[config.mk]
export PLATFORM = sky130hd
export DESIGN_NAME = skid_pipeline
export DESIGN_NICKNAME = d
export VERILOG_FILES = /design/src/rtl/skid_pipeline.sv
export SDC_FILE = /design/constraint.sdc
export NUM_CORES = 1
export LEC_CHECK = 0
export CAP_MARGIN = 20
export CELL_PAD_IN_SITES_DETAIL_PLACEMENT = 1
export CELL_PAD_IN_SITES_GLOBAL_PLACEMENT = 1
export CORE_ASPECT_RATIO = 0.9
export CORE_MARGIN = 2
export CORE_UTILIZATION = 43
export CTS_BUF_LIST = sky130_fd_sc_hd__clkbuf_16
export CTS_CLUSTER_DIAMETER = 60
export DETAILED_ROUTE_END_ITERATION = 6
export GPL_TIMING_DRIVEN = 0
export PLACE_DENSITY = 0.9
export REMOVE_ABC_BUFFERS = 1
export SLEW_MARGIN = 20
export SYNTH_ARGS = -nofsm -noshare
export SYNTH_HDL_FRONTEND = slang
export SYNTH_SLANG_ARGS = --single-unit
[constraint.sdc]
create_clock -name clk -period 6.1 [get_ports clk]
set_input_delay 1.22 -clock clk [delete_from_list [all_inputs] [get_ports clk]]
set_output_delay 1.22 -clock clk [all_outputs]
set_load 0.005 [all_outputs]
[src/rtl/skid_pipeline.sv]
// ---------------------------------------------------------------------------
// skid_pipeline
//   Multi-stage valid/ready retiming pipeline. Each stage is either a
//   two-entry skid buffer (REG_READY=1), whose upstream ready is a register
//   and so cuts the combinational ready path, or a single-entry register
//   (REG_READY=0), whose ready is ~valid | downstream ready. Both modes sustain
//   one beat per cycle. Includes a synchronous flush and a registered count of
//   held entries.
//
// Parameters
//   DATA_W    payload width
//   STAGES    number of cascaded stages
//   REG_READY 1: skid-buffer stages, 0: single-register stages
//   OCC_W     width of occupancy (derived)
//
// Ports
//   clk        clock, rising edge
//   reset      synchronous, active-high; clears valid flags and data
//   flush      synchronous discard of all held entries (data left as is)
//   s_valid    upstream valid
//   s_ready    pipeline accepts upstream data this cycle
//   s_data     upstream payload
//   m_valid    downstream valid
//   m_ready    downstream accepts data this cycle
//   m_data     downstream payload
//   occupancy  number of valid entries held across all stages
// ---------------------------------------------------------------------------
module skid_pipeline #(
  parameter int DATA_W    = 8,
  parameter int STAGES    = 2,
  parameter bit REG_READY = 1'b1,
  parameter int OCC_W     = $clog2(STAGES * (REG_READY ? 2 : 1) + 1)
) (
  input  logic              clk,
  input  logic              reset,
  input  logic              flush,
  input  logic              s_valid,
  output logic              s_ready,
  input  logic [DATA_W-1:0] s_data,
  output logic              m_valid,
  input  logic              m_ready,
  output logic [DATA_W-1:0] m_data,
  output logic [OCC_W-1:0]  occupancy
);

  // Total number of valid flags (main + skid in skid mode).
  localparam int NV = REG_READY ? 2 * STAGES : STAGES;

  logic              m_rdy_eff;
  logic              stage0_rdy;
  logic              last_vld;
  logic [DATA_W-1:0] last_data;
  logic              s_fire;
  logic [NV-1:0]     vld_nxt_w;
  logic [OCC_W-1:0]  occ_r;

  // A flushing cycle must not complete a downstream transfer.
  assign m_rdy_eff = m_ready & ~flush;
  assign s_ready   = stage0_rdy & ~reset & ~flush;
  assign m_valid   = last_vld & ~flush;
  assign m_data    = last_data;
  assign s_fire    = s_valid & s_ready;
  assign occupancy = occ_r;

  function automatic logic [OCC_W-1:0] count_ones(input logic [NV-1:0] v);
    int n;
    n = 0;
    for (int i = 0; i < NV; i++) begin
      n = n + int'(v[i]);
    end
    return OCC_W'(n);
  endfunction

  if (REG_READY) begin : g_skid
    logic [STAGES-1:0] main_vld_w;
    logic [STAGES-1:0] skid_vld_w;
    logic [DATA_W-1:0] main_data_w [STAGES];

    for (genvar g = 0; g < STAGES; g++) begin : g_stage
      logic              main_vld_p, skid_vld_p;
      logic [DATA_W-1:0] main_data_p, skid_data_p;
      logic              main_vld_n, skid_vld_n;
      logic [DATA_W-1:0] main_data_n, skid_data_n;
      logic              in_vld, out_rdy, in_fire, out_fire;
      logic [DATA_W-1:0] in_data;

      if (g == 0) begin : g_in_first
        assign in_vld  = s_fire;
        assign in_data = s_data;
      end else begin : g_in_chain
        assign in_vld  = main_vld_w[g-1];
        assign in_data = main_data_w[g-1];
      end

      // Downstream ready is the next stage's registered ~skid_valid.
      if (g == STAGES - 1) begin : g_out_last
        assign out_rdy = m_rdy_eff;
      end else begin : g_out_chain
        assign out_rdy = ~skid_vld_w[g+1];
      end

      assign in_fire  = in_vld & ~skid_vld_p;
      assign out_fire = main_vld_p & out_rdy;

      always_comb begin
        main_vld_n  = main_vld_p;
        main_data_n = main_data_p;
        skid_vld_n  = skid_vld_p;
        skid_data_n = skid_data_p;
        if (out_fire) begin
          // Skid refills main first; a skid-full stage cannot accept input.
          if (skid_vld_p) begin
            main_data_n = skid_data_p;
            skid_vld_n  = 1'b0;
          end else if (in_fire) begin
            main_data_n = in_data;
          end else begin
            main_vld_n  = 1'b0;
          end
        end else if (in_fire) begin
          if (!main_vld_p) begin
            main_vld_n  = 1'b1;
            main_data_n = in_data;
          end else begin
            skid_vld_n  = 1'b1;
            skid_data_n = in_data;
          end
        end
      end

      // Stage register boundary
      always_ff @(posedge clk) begin
        if (reset) begin
          main_vld_p  <= 1'b0;
          skid_vld_p  <= 1'b0;
          main_data_p <= '0;
          skid_data_p <= '0;
        end else if (flush) begin
          main_vld_p  <= 1'b0;
          skid_vld_p  <= 1'b0;
        end else begin
          main_vld_p  <= main_vld_n;
          skid_vld_p  <= skid_vld_n;
          main_data_p <= main_data_n;
          skid_data_p <= skid_data_n;
        end
      end

      assign main_vld_w[g]      = main_vld_p;
      assign skid_vld_w[g]      = skid_vld_p;
      assign main_data_w[g]     = main_data_p;
      assign vld_nxt_w[2*g]     = main_vld_n;
      assign vld_nxt_w[2*g + 1] = skid_vld_n;
    end

    assign stage0_rdy = ~skid_vld_w[0];
    assign last_vld   = main_vld_w[STAGES-1];
    assign last_data  = main_data_w[STAGES-1];

  end else begin : g_single
    logic [STAGES-1:0] vld_w;
    logic [DATA_W-1:0] data_w [STAGES];

    for (genvar g = 0; g < STAGES; g++) begin : g_stage
      logic              vld_p, vld_n;
      logic [DATA_W-1:0] data_p, data_n;
      logic              in_vld, in_rdy, out_rdy, in_fire, out_fire;
      logic [DATA_W-1:0] in_data;

      if (g == 0) begin : g_in_first
        assign in_vld  = s_fire;
        assign in_data = s_data;
      end else begin : g_in_chain
        assign in_vld  = vld_w[g-1];
        assign in_data = data_w[g-1];
      end

      // The ready chain ~valid | next_ready unrolls to: downstream ready,
      // or any later stage empty. Written flat from registered flags.
      if (g == STAGES - 1) begin : g_out_last
        assign out_rdy = m_rdy_eff;
      end else begin : g_out_chain
        assign out_rdy = m_rdy_eff | ~(&vld_w[STAGES-1:g+1]);
      end

      assign in_rdy   = ~vld_p | out_rdy;
      assign in_fire  = in_vld & in_rdy;
      assign out_fire = vld_p & out_rdy;
      assign vld_n    = in_fire | (vld_p & ~out_fire);
      assign data_n   = in_fire ? in_data : data_p;

      // Stage register boundary
      always_ff @(posedge clk) begin
        if (reset) begin
          vld_p  <= 1'b0;
          data_p <= '0;
        end else if (flush) begin
          vld_p  <= 1'b0;
        end else begin
          vld_p  <= vld_n;
          data_p <= data_n;
        end
      end

      assign vld_w[g]     = vld_p;
      assign data_w[g]    = data_p;
      assign vld_nxt_w[g] = vld_n;
    end

    assign stage0_rdy = m_rdy_eff | ~(&vld_w);
    assign last_vld   = vld_w[STAGES-1];
    assign last_data  = data_w[STAGES-1];
  end

  // Occupancy register boundary: reflects the flags after each edge.
  always_ff @(posedge clk) begin
    if (reset || flush) begin
      occ_r <= '0;
    end else begin
      occ_r <= count_ones(vld_nxt_w);
    end
  end

endmodule

# ---- Word level (Yosys, flattened, before mapping)
# Index checks and enable logic that the tools add are counted.
dict set report word_totals {
  regBits 39
  input_bits 13
  out_inout_bits 13
  wordCells 62
}
dict set report op_classes {
  addsub 3
  eq_ne 2
  muxes 24
  n_bitwise 14
  n_reduce_logical 10
}
# cell count
set ops {}
lappend ops {{2-to-1 mux 8 bit} 10}
lappend ops {{AND reduction 4 bit} 4}
lappend ops {{2-to-1 mux 1 bit} 14}
lappend ops {{bitwise AND 1 bit} 8}
lappend ops {{nonzero test 2 bit} 4}
lappend ops {{inverter 1 bit} 6}
lappend ops {{!= test 2 x 1 -> 1 bit (second input constant)} 2}
lappend ops {{adder 2 x 1 -> 3 bit} 1}
lappend ops {{adder 3 x 1 -> 3 bit} 1}
lappend ops {{adder 1 x 1 -> 2 bit} 1}
lappend ops {{OR reduction 2 bit} 1}
lappend ops {{logical OR 1 bit} 1}

# ---- Depth between registers and ports, before layout
# Gate-level depths: netlist of the first run.
dict set report logic_depth {
  word_depth 11
  ltp_mapped 9
  ltp_nobuf 8
}

# ---- Worst setup path after synthesis of the first run
# OpenSTA, ideal clock, no wires.
dict set report synth_timing {
  kind {input port to flip-flop}
  startpoint {input port reset}
  endpoint {register occ_r[1], in the netlist occupancy[1]}
  setup_time_ps 115
  t_arrival_ps 2977
  required_time_ps 5985
  setup_slack_ps 3008
  stages 9
  path_buffers 2
  path_cell_list {buf_6 or2_1 buf_6 o21a_1 fa_1 inv_1 ha_1 ha_1 and2_1}
}
dict set report synth_between {
  elab_chain_len 11
  elab_cells_between_ends 15
  classes_between {add/sub: 3; mux: 6; bitwise: 5; reduce/logical: 1}
}
# element line
set synth_lines {}
lappend synth_lines {{start, declared} 35} ;# input logic reset,
lappend synth_lines {{inverter 1 bit} 59} ;# assign s_ready = stage0_rdy & ~reset & ~flush;
lappend synth_lines {{bitwise AND 1 bit (2 in series)} 59}
lappend synth_lines {{bitwise AND 1 bit} 62} ;# assign s_fire = s_valid & s_ready;
lappend synth_lines {{bitwise AND 1 bit} 102} ;# assign in_fire = in_vld & ~skid_vld_p;
lappend synth_lines {{2-to-1 mux 1 bit} 115} ;# end else if (in_fire) begin
lappend synth_lines {{2-to-1 mux 1 bit} 112} ;# if (skid_vld_p) begin
lappend synth_lines {{2-to-1 mux 1 bit} 110} ;# if (out_fire) begin
lappend synth_lines {{adder 1 x 1 -> 2 bit} 69} ;# n = n + int'(v[i]);
lappend synth_lines {{adder 2 x 1 -> 3 bit} 69}
lappend synth_lines {{adder 3 x 1 -> 3 bit} 69}
lappend synth_lines {{end signal, assigned} 220} ;# occ_r <= count_ones(vld_nxt_w);
lappend synth_lines {{end, declared} 55} ;# logic [OCC_W-1:0] occ_r;
# Parallel ways exist; a longest one is shown, timed or not.
# A chain may end at the register's enable or synchronous reset.

# ---- Worst setup path after layout of the first run
dict set report layout_timing {
  startpoint {input port flush}
  endpoint {output port s_ready}
}
dict set report layout_between {
  elab_chain_len 2
}
# element line
set layout_lines {}
lappend layout_lines {{start, declared} 36} ;# input logic flush,
lappend layout_lines {{inverter 1 bit (no source line)} n/a}
lappend layout_lines {{bitwise AND 1 bit} 59}
lappend layout_lines {{end, declared} 38} ;# output logic s_ready,
# Every way passes these cells.

==> impl_results.md, run 1 <==
* Status: completed
* H-tree depth at 2
* Mapped Cells at 190
* Tot GR Track Use at 0.212
* Top cell type's share of synthesized area at 0.456
* RSZ-0062 raised after global routing: no
* Initial antenna violation count at 0
* Synth warn at 0
* P_leak at 0.734 nW
* Final hold vios at 0
* Post-Syn Area at 0.00171 sq mm
* Die ar. at 0.00451 sq mm
* Top cell type by total area after synthesis: dfxtp_1
* CTS resizes at 0
* Total of max-cap violations at 0
* F_max at 0.247 GHz
* Ys flop type: dfxtp_1
* Post-synthesis sequential area ratio at 0.456
* Worst-path clk slew at 0.05 ns
* Switching portion of total power at 0.221
* Crit-path max FO at 7
* ANT cells at 0
* Asr flop ratio synth at 0
* Internal at 429 uW
* Slew of the pin with the lowest slew margin at 0.663 ns
* Synth area leaders: dfxtp_1 46%, mux2i_1 9.9%, nor2_1 7.9%, a311oi_1 7.7%, nand2_1 6.6%
* Post-synth EDFFs at 0
* Initial Util at 0.456
* Peak VDD IR at 0.108 mV
* Post-DRT Antenna Nets at 0
* Vias at 1402
* Adder-cell share of the synthesized area at 0.0263
* Die X at 70.5 um
* WL per Instance at 16.6 um
* Period utilization at 0.663
* Routed vias/inst at 5.46
* Placeable Area at 0.00376 sq mm
* Setup Fix Bufs, Post-CTS at 0
* Syn avg cell area at 9.02 sq um
* Pre-antenna DRT Iters at 4
* Die height at 63.9 um
* Sw Pwr at 122 uW
* Pin count of the biggest net entering global routing at 36
* Maximum clock path buffer count at 2
* Clock Sinks at 39
* Clock power share at 0.443
* CP arrival at 2.83 ns
* Max Transition Viols Final at 0
* Post-Route Skew at 0.00538 ns
* Largest family of logic cells by synthesized area: simple AND/OR/NAND/NOR gates
* Synth Area in Simple Gates at 0.236
* Final net count at 226
* Synth-to-Final Area Change at 22.1%
* FP Rows at 21
* Drt initial violations at 77
* I/O pin count at 26
* Setup crit start kind: input pin
* Mux cell area share after synthesis at 0.0993
* Part of the power in registers at 0.483
* Setup CP Type: input pin to output pin
* Final setup vio count at 0
* I/O Buffers at 25
* Distinct cell type count after synthesis at 29
* First-pass GRT wire length at 7.44 mm
* Slew HR at 0.557
* CTS Hold Bufs at 0
* Crit path time final at 4.05 ns
* Cell Pwr Density at 263 mW/mm^2
* TritonCTS Buffers at 5
* CTS tree: yes
* Clock root buffer: clkbuf_16
* Logic gate share of total power at 0.074
* Vias in the first global route at 1498
* GP Congestion at 0.708
* Layout cells sized above 1 at 0.0711
* Compound-Gate Fraction of Synth Area at 0.133
* Drt drc at 0
* Yosys reg bits at 39
* Setup tns final at 0 ns
* WP data required at 4.88 ns
* DRT Wirelength at 4.27 mm
* DP HPWL at 2.94 mm
* CP endpoint kind: output pin
* Hold WC Path Type: flip-flop to flip-flop
* Total power at 551 uW
* XOR/XNOR share of the synthesized area at 0
* Gr ovfl total at 0
* Skew-Pair Late Insertion Delay at 0.28 ns
## metal layers
metal | part of all wire | wire (um) | track usage | up-vias
li1 | - | - | - | 694
met1 | 0.44 | 1900 | 0.254 | 677
met2 | 0.51 | 2180 | 0.383 | 25
met3 | 0.035 | 149 | 0.0521 | 6
met4 | 0.011 | 47 | 0.0495 | 0
met5 | 0 | 0 | 0 | -
## critical path, stage by stage
cell and delay (ns):
clkdlybuf4s50_1 0.56, or2_1 0.41, nor2_1 0.13, clkdlybuf4s50_1 0.51
## cells in the mapped netlist (2+ instances only)
library cell,count
and3_1,2
dfxtp_1,39
ha_1,2
buf_2,5
a21oi_1,4
nor2b_1,3
o21ai_0,2
inv_1,2
mux2i_1,17
nand2_1,30
nor2_1,36
a311oi_1,15
nand3_1,8
and2_1,3
clkbuf_1,5
a21o_1,2
buf_6,3
## cell usage in the layout, fill, tap and decap left out, drive strengths merged
master          n
a211oi          2
or2             1
nand3           8
o21a            1
clkbuf          5
a21o            2
mux2i          17
a21oi           5
clkdlybuf4s50  24
clkinvlp        1
ha              2
nor2b           3
fa              1
inv             3
and3            2
buf             2
nor3            2
a311oi         15
nand2b          2
dfxtp          39
nor3b           1
nor2           36
nand2          30
clkinv          1
and2            3
or3b            1
o21ai           2
## registers in the layout, indices dropped and copies added, names as in the netlist
| name | cells |
|---|---|
| m_data | 8 |
| g_skid.g_stage.main_data_p | 8 |
| occupancy | 3 |
| g_skid.g_stage.main_vld_p | 2 |
| g_skid.g_stage.skid_vld_p | 2 |
| g_skid.g_stage.skid_data_p | 16 |
## cells by family (layout without fill, tap and decap cells)
kind of cell               after synthesis  in the layout
and+or+nand+nor                         89             89
DFF                                     39             39
AOI/OAI and AO/OA                       27             27
muxes                                   17             17
buffers and inverters                   15             36
adders and majority gates                3              3
## power by group through the flow
stage	combinational [mW]	clock, mW	sequential (mW)
after detailed placement	0.0402	0	0.271
after CTS	0.0412	0.248	0.266
after floorplan	0.0172	0	0.270
after global placement	0.0375	0	0.270
final	0.0407	0.244	0.266
after global routing	0.0446	0.259	0.267
## through the flow
step | worst slack, ns | std cells | hold WS [ns] | util | cell area (sq um)
CTS | 1.34 | 257 | 0.488 | 0.558 | 2100
detailed placement | 1.38 | 249 | 0.477 | 0.520 | 1960
global route | 1.98 | 257 | 0.512 | 0.557 | 2090
finish | 2.05 | 257 | 0.482 | 0.557 | 2090
global placement | 1.42 | 248 | 0.460 | 0.517 | 1940
floorplan | 3.12 | 177 | 0.449 | - | 1640
## final timing paths
| path | startpoint | to | slack, ns | cells after the start |
|---|---|---|---|---|
| worst max register to register | g_skid.g_stage[0].skid_vld_p | occupancy[1] | 3.77 | 7 |
| worst min-delay path | g_skid.g_stage[1].skid_data_p[6] | m_data[6] | 0.48 | 2 |
| worst min register to register | g_skid.g_stage[1].skid_data_p[6] | m_data[6] | 0.48 | 2 |
| worst max-delay path | flush | s_ready | 2.05 | 4 |
## area by class of cell
cell class | count | area [sq um]
clock buffers | 5 | 125
clock inverters | 3 | 16.3
fillers | 425 | 1670
inverters | 2 | 7.51
multi-input cells | 136 | 852
flip-flops and latches | 39 | 781
well taps | 46 | 57.6
repair buffers | 26 | 253
No activity file was read; power rests on OpenSTA's default activity.
==> run 2: changes to the inputs <==
--- a/config.mk
+++ b/config.mk
@@ -10,12 +10,12 @@
 export CELL_PAD_IN_SITES_GLOBAL_PLACEMENT = 1
 export CORE_ASPECT_RATIO = 0.9
 export CORE_MARGIN = 2
-export CORE_UTILIZATION = 43
+export CORE_UTILIZATION = 36
 export CTS_BUF_LIST = sky130_fd_sc_hd__clkbuf_16
 export CTS_CLUSTER_DIAMETER = 60
 export DETAILED_ROUTE_END_ITERATION = 6
 export GPL_TIMING_DRIVEN = 0
-export PLACE_DENSITY = 0.9
+export PLACE_DENSITY = 0.81
 export REMOVE_ABC_BUFFERS = 1
 export SLEW_MARGIN = 20
 export SYNTH_ARGS = -nofsm -noshare
==> constraint.sdc (replaced) <==
create_clock -name clk -period 3.4 [get_ports clk]
set_input_delay 0.68 -clock clk [delete_from_list [all_inputs] [get_ports clk]]
set_output_delay 0.68 -clock clk [all_outputs]
set_load 0.005 [all_outputs]
==> run 2 against run 1 <==
Sequential share of layout area fell by 1.2 points. Register-to-register slack got worse by 2.6 ns. Global-route usage fell by 5.8 points. Critical path depth did not move. Worst hold slack got worse by 0.0014 ns. Design area rose by 3.2%. Total power rose by 110%. Utilization fell by 7.9 points. Critical path type unchanged. Largest power group is now clock.
==> impl_results.md, run 2 (synthesis gave the netlist of run 1 again) <==
* Status: completed
* First-pass GRT wire length at 6.51 mm (-13%)
* Maximum clock path buffer count at 2 (unchanged)
* Largest register by flop count: g_skid.g_stage.skid_data_p
* Worst-path clk slew at 0.06 ns (about the same)
* Setup tns final at 0 ns (unchanged)
* Peak VDD IR at 0.234 mV (+120%)
* DP HPWL at 2.56 mm (-13%)
* Routed vias/inst at 4.91 (-10%)
* Pre-antenna DRT Iters at 5 (+1)
* Drt drc at 0 (unchanged)
* Reg-to-Reg End: occupancy[1]
* Gr ovfl total at 0 (unchanged)
* Initial antenna violation count at 0 (unchanged)
* Skew-Pair Late Insertion Delay at 0.28 ns (about the same)
* ANT cells at 0 (unchanged)
* Finished Cell Area at 0.00216 sq mm (+3.2%)
* F_max at 0.341 GHz
* Drt initial violations at 33 (-57%)
* Layout cells sized above 1 at 0.0711 (unchanged)
* CTS resizes at 0 (unchanged)
* Area after DPL at 0.00197 sq mm (+0.77%)
* P_leak at 0.758 nW (+3.3%)
* Vias in the first global route at 1354 (-9.6%)
* Commonest cells after routing, fill and taps aside: 39 x dfxtp_1, 36 x nor2_1, 30 x nand2_1, 24 x clkdlybuf4s50_1, 17 x mux2i_1
* Final net count at 226 (unchanged)
* Crit-path max FO at 7 (unchanged)
* Placeable Area at 0.00452 sq mm (+20%)
* Hold Path End: m_data[6]
* Slew of the pin with the lowest slew margin at 0.644 ns (-0.0185 ns)
* FF-to-FF Start: g_skid.g_stage[0].skid_vld_p
* WL per Instance at 13.9 um (-16%)
* I/O pin count at 26 (unchanged)
* DRT Wirelength at 3.80 mm (-11%)
* Cell Pwr Density at 531 mW/mm^2 (+100%)
* Commonest non-fill, non-tap cell in the layout: dfxtp_1
* Pin count of the biggest net entering global routing at 36 (unchanged)
* Setup crit start kind: input pin
* Crit path time final at 2.93 ns
* I/O Buffers at 25 (unchanged)
* Die X at 76.7 um (+8.8%)
* Clock root buffer: clkbuf_16
* Vias at 1340 (-4.4%)
* Synth-to-Final Area Change at 26.1%
* Clock Sinks at 39 (unchanged)
* Setup slack, reg-to-reg at 1.17 ns (-2.60 ns)
* Post-Route Skew at 0.00352 ns (-0.00185 ns)
* Slew HR at 0.569 (+0.0124)
* Fin worst setup slack at 0.469 ns (-1.58 ns)
* CP endpoint kind: output pin
* WP data required at 2.72 ns (-2.16 ns)
* Initial Util at 0.379 (-0.0768)
* Die height at 69.4 um (+8.7%)
* Max reg flops at 16 (unchanged)
* CP arrival at 2.25 ns (-0.58 ns)
* H-tree depth at 2 (unchanged)
* RSZ-0062 raised after global routing: no
* Hold_sp: g_skid.g_stage[1].skid_data_p[6]
* Max Transition Viols Final at 0 (unchanged)
* Tot GR Track Use at 0.154 (-0.0581)
* Pre-CTS WS at 0.240 ns (-1.14 ns)
* Final setup vio count at 0 (unchanged)
* TritonCTS Buffers at 5 (unchanged)
* CTS tree: yes
* Hold WC Path Type: flip-flop to flip-flop
* Final hold vios at 0 (unchanged)
* FILL cells at 529 (+24%)
* GP Congestion at 0.758 (+7.0%)
* FP Rows at 23 (+9.5%)
* Post-DRT Antenna Nets at 0 (unchanged)
* Period utilization at 0.862
* R2R cell count at 7 (unchanged)
* Worst Hold Path Cells at 2 (unchanged)
* Die ar. at 0.00533 sq mm (+18%)
* Setup CP Type: input pin to output pin
* Setup Fix Bufs, Post-CTS at 0 (unchanged)
* Total of max-cap violations at 0 (unchanged)
* Total power at 1.15 mW (+110%)
* CTS Hold Bufs at 0 (unchanged)
==> run 2: cell types whose count changed in the layout (fill, tap and decap cells not counted), sizes merged <==
cell	delta
clkinv	-1
bufinv	+2
clkinvlp	-1
==> run 2: critical path, cell delays in order <==
cell and delay (ns):
clkdlybuf4s50_1 0.54, or2_1 0.40, nor2_1 0.12, clkdlybuf4s50_1 0.50
==> run 2: worst max-delay path by stage <==
stage | startpoint | slack, ns | depth (start not counted) | end
final | flush | 0.47 | 4 | s_ready
after global routing | flush | 0.37 | 4 | s_ready
after CTS | flush | 0.46 | 4 | s_ready
after detailed placement | flush | 0.24 | 8 | occupancy[1]
after global placement | reset | -0.50 | 8 | occupancy[1]
after floorplan | flush | 0.96 | 7 | occupancy[1]
==> run 2: power breakdown <==
group,total (mW),switching [mW],internal [mW]
logic,0.0704,0.0357,0.0347
clock network,0.601,0.183,0.418
registers,0.476,0.00874,0.467
==> run 2: layout make-up <==
| class | count | area (sq um) | area share |
|---|---|---|---|
| Inverter | 2 | 7.51 | 0.00348 |
| Sequential cell | 39 | 781 | 0.362 |
| Clock inverter | 3 | 63.8 | 0.0295 |
| Tap cell | 62 | 77.6 | 0.0359 |
| Timing Repair Buffer | 26 | 253 | 0.117 |
| Multi-Input combinational cell | 136 | 852 | 0.395 |
| Clock buffer | 5 | 125 | 0.0579 |
==> run 2: layer usage <==
layer  part of all wire  vias to the layer above  global-route usage
met5                  0                        -                   0
li1                   -                      691                   -
met1               0.48                      626               0.196
met2               0.47                       19               0.243
met3              0.031                        4              0.0417
met4              0.017                        0              0.0727
==> run 2: stage by stage <==
stage	util	std cells	hold WS, ns
3_3_place_gp	0.435	264	0.464
6_report	0.478	273	0.481
4_1_cts	0.478	273	0.485
3_5_place_dp	0.436	265	0.474
5_1_grt	0.478	273	0.511
2_1_floorplan	-	177	0.449
